### src/rtl/id_ex_stage.sv
// ID/EX pipeline register with load-use hazard detection and optional operand forwarding.
// Build macro FORWARD_EN: defined -> MEM/WB forwarding muxes; undefined -> wider hazard stall.
module id_ex_stage (
    input  logic        clk,
    input  logic        rst_n,
    input  logic        stall,
    input  logic        flush,
    input  logic        id_valid,
    input  logic [31:0] id_rs1_data,
    input  logic [31:0] id_rs2_data,
    input  logic [31:0] id_imm,
    input  logic [31:0] id_pc,
    input  logic [4:0]  id_rs1,
    input  logic [4:0]  id_rs2,
    input  logic [4:0]  id_rd,
    input  logic [3:0]  id_aluctrl,
    input  logic        id_alusrc,
    input  logic        id_regwrite,
    input  logic        id_memread,
    input  logic        id_memwrite,
    input  logic [4:0]  mem_rd,
    input  logic        mem_regwrite,
    input  logic [31:0] mem_result,
    input  logic [4:0]  wb_rd,
    input  logic        wb_regwrite,
    input  logic [31:0] wb_result,
    output logic [31:0] ex_src1,
    output logic [31:0] ex_src2,
    output logic [3:0]  ex_aluctrl,
    output logic [31:0] ex_store_data,
    output logic [31:0] ex_pc,
    output logic [4:0]  ex_rd,
    output logic        ex_valid,
    output logic        ex_regwrite,
    output logic        ex_memread,
    output logic        ex_memwrite,
    output logic        load_use_hazard
);

    logic        r_valid;
    logic [31:0] r_rs1_data;
    logic [31:0] r_rs2_data;
    logic [31:0] r_imm;
    logic [31:0] r_pc;
    logic [4:0]  r_rs1;
    logic [4:0]  r_rs2;
    logic [4:0]  r_rd;
    logic [3:0]  r_aluctrl;
    logic        r_alusrc;
    logic        r_regwrite;
    logic        r_memread;
    logic        r_memwrite;

    logic        w_ex_match;
    logic        w_load_use;
    logic [31:0] w_fwd1;
    logic [31:0] w_fwd2;

    assign w_ex_match = (r_rd == id_rs1) || (r_rd == id_rs2);

`ifdef FORWARD_EN
    // Newest producer wins: MEM stage result beats WB; x0 is never a forwarding target.
    function automatic logic [31:0] fwd_sel(
        input logic [4:0]  rs,
        input logic [31:0] reg_data,
        input logic        m_we,
        input logic [4:0]  m_rd,
        input logic [31:0] m_val,
        input logic        w_we,
        input logic [4:0]  w_rd,
        input logic [31:0] w_val
    );
        logic [31:0] v;
        if (m_we && (m_rd != 5'd0) && (m_rd == rs)) begin
            v = m_val;
        end else if (w_we && (w_rd != 5'd0) && (w_rd == rs)) begin
            v = w_val;
        end else begin
            v = reg_data;
        end
        return v;
    endfunction

    assign w_fwd1 = fwd_sel(r_rs1, r_rs1_data, mem_regwrite, mem_rd, mem_result,
                            wb_regwrite, wb_rd, wb_result);
    assign w_fwd2 = fwd_sel(r_rs2, r_rs2_data, mem_regwrite, mem_rd, mem_result,
                            wb_regwrite, wb_rd, wb_result);

    assign w_load_use = id_valid && r_valid && r_memread && (r_rd != 5'd0) && w_ex_match;
`else
    logic w_unused;

    assign w_fwd1 = r_rs1_data;
    assign w_fwd2 = r_rs2_data;

    // Without forwarding, any pending write in EX or MEM to a source register must stall ID.
    assign w_load_use = id_valid &&
        ((r_valid && (r_regwrite || r_memread) && (r_rd != 5'd0) && w_ex_match) ||
         (mem_regwrite && (mem_rd != 5'd0) && ((mem_rd == id_rs1) || (mem_rd == id_rs2))));

    assign w_unused = ^{r_rs1, r_rs2, mem_result, wb_rd, wb_regwrite, wb_result};
`endif

    // Stage register update: flush > stall > load-use bubble > normal load.
    always_ff @(posedge clk or negedge rst_n) begin
        if (!rst_n) begin
            r_valid    <= 1'b0;
            r_rs1_data <= 32'd0;
            r_rs2_data <= 32'd0;
            r_imm      <= 32'd0;
            r_pc       <= 32'd0;
            r_rs1      <= 5'd0;
            r_rs2      <= 5'd0;
            r_rd       <= 5'd0;
            r_aluctrl  <= 4'd0;
            r_alusrc   <= 1'b0;
            r_regwrite <= 1'b0;
            r_memread  <= 1'b0;
            r_memwrite <= 1'b0;
        end else if (flush) begin
            r_valid    <= 1'b0;
            r_regwrite <= 1'b0;
            r_memread  <= 1'b0;
            r_memwrite <= 1'b0;
        end else if (stall) begin
            r_valid    <= r_valid;
            r_regwrite <= r_regwrite;
            r_memread  <= r_memread;
            r_memwrite <= r_memwrite;
        end else begin
            r_rs1_data <= id_rs1_data;
            r_rs2_data <= id_rs2_data;
            r_imm      <= id_imm;
            r_pc       <= id_pc;
            r_rs1      <= id_rs1;
            r_rs2      <= id_rs2;
            r_rd       <= id_rd;
            r_aluctrl  <= id_aluctrl;
            r_alusrc   <= id_alusrc;
            if (w_load_use) begin
                r_valid    <= 1'b0;
                r_regwrite <= 1'b0;
                r_memread  <= 1'b0;
                r_memwrite <= 1'b0;
            end else begin
                r_valid    <= id_valid;
                r_regwrite <= id_valid & id_regwrite;
                r_memread  <= id_valid & id_memread;
                r_memwrite <= id_valid & id_memwrite;
            end
        end
    end

    assign ex_src1         = w_fwd1;
    assign ex_src2         = r_alusrc ? r_imm : w_fwd2;
    assign ex_store_data   = w_fwd2;
    assign ex_aluctrl      = r_aluctrl;
    assign ex_pc           = r_pc;
    assign ex_rd           = r_rd;
    assign ex_valid        = r_valid;
    assign ex_regwrite     = r_regwrite;
    assign ex_memread      = r_memread;
    assign ex_memwrite     = r_memwrite;
    assign load_use_hazard = w_load_use;

endmodule

### config.mk
export PLATFORM = sky130hd
export DESIGN_NAME = id_ex_stage
export DESIGN_NICKNAME = d
export VERILOG_FILES = /design/src/rtl/id_ex_stage.sv
export SDC_FILE = /design/constraint.sdc
export NUM_CORES = 1
export LEC_CHECK = 0
export ABC_AREA = 1
export BUFFER_PORTS_ARGS = -buffer_cell sky130_fd_sc_hd__buf_2
export CAP_MARGIN = 20
export CORE_AREA = 2 2 146 148
export CTS_CLUSTER_SIZE = 20
export DETAILED_ROUTE_END_ITERATION = 10
export DIE_AREA = 0 0 148 150
export HOLD_SLACK_MARGIN = 0.1
export PLACE_DENSITY = 0.61
export RECOVER_POWER = 100
export SLEW_MARGIN = 10
export SYNTH_ARGS = -nofsm -noshare
export SYNTH_HDL_FRONTEND = slang
export SYNTH_SLANG_ARGS = --single-unit
### constraint.sdc
create_clock -name clk -period 1.6 [get_ports clk]
set_clock_uncertainty 0.2 [all_clocks]
set_input_delay 0.16 -clock clk [delete_from_list [all_inputs] [get_ports clk]]
set_output_delay 0.16 -clock clk [all_outputs]
set_load 0.05 [all_outputs]
# Yosys cells after proc, flatten, opt, wreduce, memory -nomap -nowiden
# Cells that the tools add are included.
op_classes:
  n_eq_ne: 5
  mux: 13
  n_bitwise: 5
  n_reduce_logical: 13
ops:
  columns: ["op", "count"]
  rows:
  - ["two-way mux 32 bit", 1]
  - ["== test 5 bit", 4]
  - ["two-way mux 1 bit", 12]
  - ["nonzero test 5 bit", 2]
  - ["logical AND 1 bit", 6]
  - ["logical OR 1 bit", 4]
  - ["AND 1 bit", 3]
  - ["!= test 2 x 1 -> 1 bit (second input constant)", 1]
  - ["inverter 1 bit", 2]
  - ["AND reduction 2 bit", 1]
totals:
  ff_bits: 142
  in_bits: 232
  out_inout_bits: 142
  word_cells: 47

# Logic depth before layout (Yosys ltp)
logic_depth:
  depth_word: 9
  ltp_mapped: 11
  depth_no_buf: 11

# Least setup slack after synthesis
# Ideal clock, no wire load.
synth_timing:
  path_type: "reg-to-output"
  startpoint: "register r_alusrc"
  endpoint: "output ex_src2[11]"
  arrival_time_ps: 1807
  t_required_ps: 1240
  slack_ps: -567
  path_stages_with_launch: 4
  n_path_buf: 2
  path_cell_list: "dfrtp_1 clkbuf_1 clkbuf_1 o21ai_0"
synth_via:
  elab_chain_len: 1
synth_rtl:
  columns: ["element", "line_no", "rtl"]
  rows:
  - ["start: declaration", "49", "logic r_alusrc;"]
  - ["start signal: assignment", "139", "r_alusrc <= id_alusrc;"]
  - ["two-way mux 32 bit", "155", "assign ex_src2 = r_alusrc ? r_imm : w_fwd2;"]
  - ["end: declaration", "28", "output logic [31:0] ex_src2,"]
# No other way between the ends.

# Worst setup path in the final report
layout_timing:
  startpoint: "register r_rd[0] (netlist: ex_rd[0])"
  endpoint: "output load_use_hazard"
layout_via:
  elab_chain_len: 5
  word_cells_on_any_way: 8
  cone_classes: "eq/ne: 2; reduce/logical: 6"
layout_rtl:
  columns: ["element", "line_no", "rtl"]
  rows:
  - ["start: declaration", "47", "logic [4:0] r_rd;"]
  - ["start signal: assignment", "137", "r_rd <= id_rd;"]
  - ["== test 5 bit or nonzero test 5 bit (tied branches)", "59, 98", null]
  - ["logical OR 1 bit or logical AND 1 bit (tied branches)", "59, 98", null]
  - ["logical AND 1 bit *", "98", "((r_valid && (r_regwrite || r_memread) && (r_rd != 5'd0) && w_ex_match) ||"]
  - ["logical OR 1 bit *", "98", null]
  - ["logical AND 1 bit *", "97", "assign w_load_use = id_valid &&"]
  - ["end: declaration", "37", "output logic load_use_hazard"]
# Every way passes the cells marked *; elsewhere a longest branch is shown, timed or not.

==> results.sh <==
export IMPL_io_buffers=303
export IMPL_avgViaCountPerCell=4.44
export IMPL_drc=0
export IMPL_postSynthAreaPerCell_um2=7.98
export IMPL_rsz0062_at_grt="true"
export IMPL_grt_pass1_wl_um=35900
export IMPL_max_stage_delay_ns=0.42
export IMPL_grt_pass1_vias=7262
export IMPL_place_area_um2=8110
export IMPL_final_cell_area_um2=11500
export IMPL_endpoint="load_use_hazard"
export IMPL_die_y_um=150
export IMPL_dp_slack_ns=-0.0684
export IMPL_ys_types=19
export IMPL_grt_max_degree=105
export IMPL_period_share_pct=127
export IMPL_crit_fanout=3
export IMPL_critPathKind="flop to output pin"
export IMPL_synth_area_leader_cell="dfrtp_1"
export IMPL_drive_above_1_share_pct=35.4
export IMPL_startpoint="ex_rd[0]$_DFFE_PN0P_"
export IMPL_ys_warn_count=0
export IMPL_peakVddDrop_mv=0.664
export IMPL_cts_inserted_buffers=17
export IMPL_ys_ff_latch=142
export IMPL_r2r_end="ex_valid$_DFFE_PN0P_"
export IMPL_design_die_area_um2=22200
export IMPL_nets=1510
export IMPL_p_total_mw=13.4
export IMPL_netlist_top_cells_area="dfrtp_1 58%, nand2_1 26%, o21ai_0 5.8%"
export IMPL_startpoint_type="flop"
export IMPL_synth_top_cell_area_share_pct=58.4
export IMPL_hold_class="primary input to flop"
export IMPL_area_growth_pct=89.7
export IMPL_slowest_stage="dfrtp_2"
export IMPL_setup_viol=132
export IMPL_required_ns=1.24
export IMPL_cts_sinks=142
export IMPL_drv_cap=0
export IMPL_drt_iter0_drc=356
export IMPL_drt_pass1_iterations=5
export IMPL_power_density_nw_per_um2=1160
export IMPL_ff2ff_path_depth=11
export IMPL_p_leak_nw=6.04
export IMPL_grt_usage_pct=20.4
export IMPL_clock_fmax_ghz=0.490
export IMPL_cts_htree_levels=4
export IMPL_antenna_found_initial=1
export IMPL_fin_ws_ns=-0.440
export IMPL_ys_seq_area_share_pct=58.4
export IMPL_io_pins=374
export IMPL_worstMarginPinSlew_ns=0.735
export IMPL_drv_slew=0
export IMPL_clock_tree_buffer_depth=2
export IMPL_fin_crit_ns=2.04
export IMPL_coreArea_um2=20700
export IMPL_antenna_left=0
export IMPL_synth_cells=763
export IMPL_path_common_cell="nand2_2"
export IMPL_crit_path_cell_trace="xor2_1 -> nor2_1 -> nand3_1 -> nand2_1 -> nand2_2 -> nand2_2 -> inv_2 -> nor2_4 -> buf_8"
export IMPL_routabilityCongestion=0.821
export IMPL_clock_latency_ns=0.41
export IMPL_die_w_um=148
export IMPL_synth_nets=995
export IMPL_cp_end_kind="output pin"
export IMPL_rows=53
export IMPL_hold_viol=0
export IMPL_relSlewSlack_pct=51.0
export IMPL_rrSetupSlack_ns=-0.05
export IMPL_clkSlewWorstSetupHoldPaths_ns=0.06
export IMPL_crit_arrival_ns=1.68
export IMPL_syn_area_um2=6090
export IMPL_postLayoutCoreUtil_pct=55.8
export IMPL_post_drt_wl_per_cell_um=15.0
export IMPL_routed_wl_um=23500
export IMPL_num_vias=6969
export IMPL_n_fill_cell=1796
export IMPL_cts_tree="done"
export IMPL_violations="setup timing"
export IMPL_root_buffer="clkbuf_16"
export IMPL_status="complete, but fails checks"
export IMPL_overflow=0
export IMPL_start_util_pct=29.4
export IMPL_hpwlAfterDp_um=13300
export IMPL_r2r_start="ex_rd[0]$_DFFE_PN0P_"
worst min path at each step:
| stage | startpoint | endpoint | slack, ns | cells past startpoint |
|---|---|---|---|---|
| 2_1_floorplan | rst_n | ex_aluctrl[0]$_DFFE_PN0P_ | -0.34 | 0 |
| 3_3_place_gp | rst_n | ex_store_data[22]$_DFFE_PN0P_ | -0.09 | 1 |
| 3_5_place_dp | rst_n | ex_store_data[22]$_DFFE_PN0P_ | -0.08 | 1 |
| 4_1_cts | mem_regwrite | ex_regwrite$_DFFE_PN0P_ | -0.009 | 6 |
| 5_1_grt | id_rs1_data[14] | ex_src1[14]$_DFFE_PN0P_ | 0.28 | 4 |
| 6_report | id_rs1[4] | ex_regwrite$_DFFE_PN0P_ | 0.23 | 8 |
cells in the final DEF (no fill, tap or decap), drive strengths merged, types with 2 or more instances in the layout:
cell | Yosys | layout
nand2 | 428 | 428
buf | 31 | 234
dlygate4sd3 | 0 | 186
dfrtp | 142 | 142
clkbuf | 6 | 133
o21ai | 71 | 71
inv | 56 | 58
nor2 | 13 | 13
nand4 | 5 | 5
xnor2 | 4 | 4
nand3 | 4 | 4
bufinv | 0 | 4
clkinv | 0 | 4
diode | 0 | 2
clkinvlp | 0 | 2
through the flow:
| step | hold WS [ns] | std cells | setup TNS [ns] |
|---|---|---|---|
| 2_1_floorplan | -0.336 | 763 | -3.44 |
| 4_1_cts | -0.00888 | 1559 | -22.55 |
| 6_report | 0.234 | 1568 | -12.17 |
| 3_3_place_gp | -0.0875 | 1329 | -0.0546 |
| 5_1_grt | 0.277 | 1567 | -30.21 |
| 3_5_place_dp | -0.0844 | 1329 | -0.0684 |
sequential cells by signal, indices dropped and copies added (netlist names):
register       cells
ex_memwrite        1
ex_regwrite        1
r_alusrc           1
ex_memread         1
ex_store_data     32
ex_pc             32
ex_valid           1
r_imm             32
ex_src1           32
ex_aluctrl         4
ex_rd              5
worst max-delay path: cells and delay by family, from the launching register on:
family / cells / cell delay, ns
simple gates: 6 / 0.49
flops: 1 / 0.42
buf+inv: 2 / 0.20
xor+xnor: 1 / 0.16
layer usage:
layer	global-route usage, %	vias to the layer above	wire, um
li1	-	3362	-
met1	23.7	3334	9350
met2	36.4	237	12400
met5	0	-	0
met4	7.48	0	452
met3	4.88	36	1280
kinds of logic after synthesis:
group | after synthesis | share of synthesized area [%]
simple gates | 450 | 28.4
flops | 142 | 58.4
buf+inv | 93 | 6.45
compound gates | 73 | 6.04
xor+xnor | 5 | 0.719
cell usage after synthesis (all sizes together):
cell	n
nand2	428
dfrtp	142
o21ai	71
inv	56
buf	31
nor2	13
clkbuf	6
nand4	5
nand3	4
xnor2	4
a21oi	1
o21bai	1
xor2	1
final cells by class:
| class | count | area [um^2] | area share [%] |
|---|---|---|---|
| Inverter | 56 | 210 | 1.82 |
| Timing Repair Buffer | 533 | 4230 | 36.7 |
| Clock inverter | 12 | 184 | 1.59 |
| Tap cell | 275 | 344 | 2.98 |
| Sequential cell | 142 | 3560 | 30.9 |
| Clock buffer | 20 | 457 | 3.95 |
| Multi-Input combinational cell | 528 | 2550 | 22.1 |
| Antenna cell | 2 | 5.00 | 0.0433 |
power breakdown:
group / total [mW] / internal [mW] / switching, mW
registers: 4.33 / 4.04 / 0.288
clock network: 4.33 / 2.71 / 1.61
logic: 4.71 / 1.62 / 3.09
timing repair:
item / in CTS / in global routing
hold buffers: 185 / 3
setup buffers: 6 / 9
hold endpoints to repair: 284 / 4
cloned: 7 / 2
pin swaps: 20 / 16
endpoints found under the setup margin: 33 / 224
resized for setup: 116 / 64
Note: power is estimated with default switching activity, not from simulation.
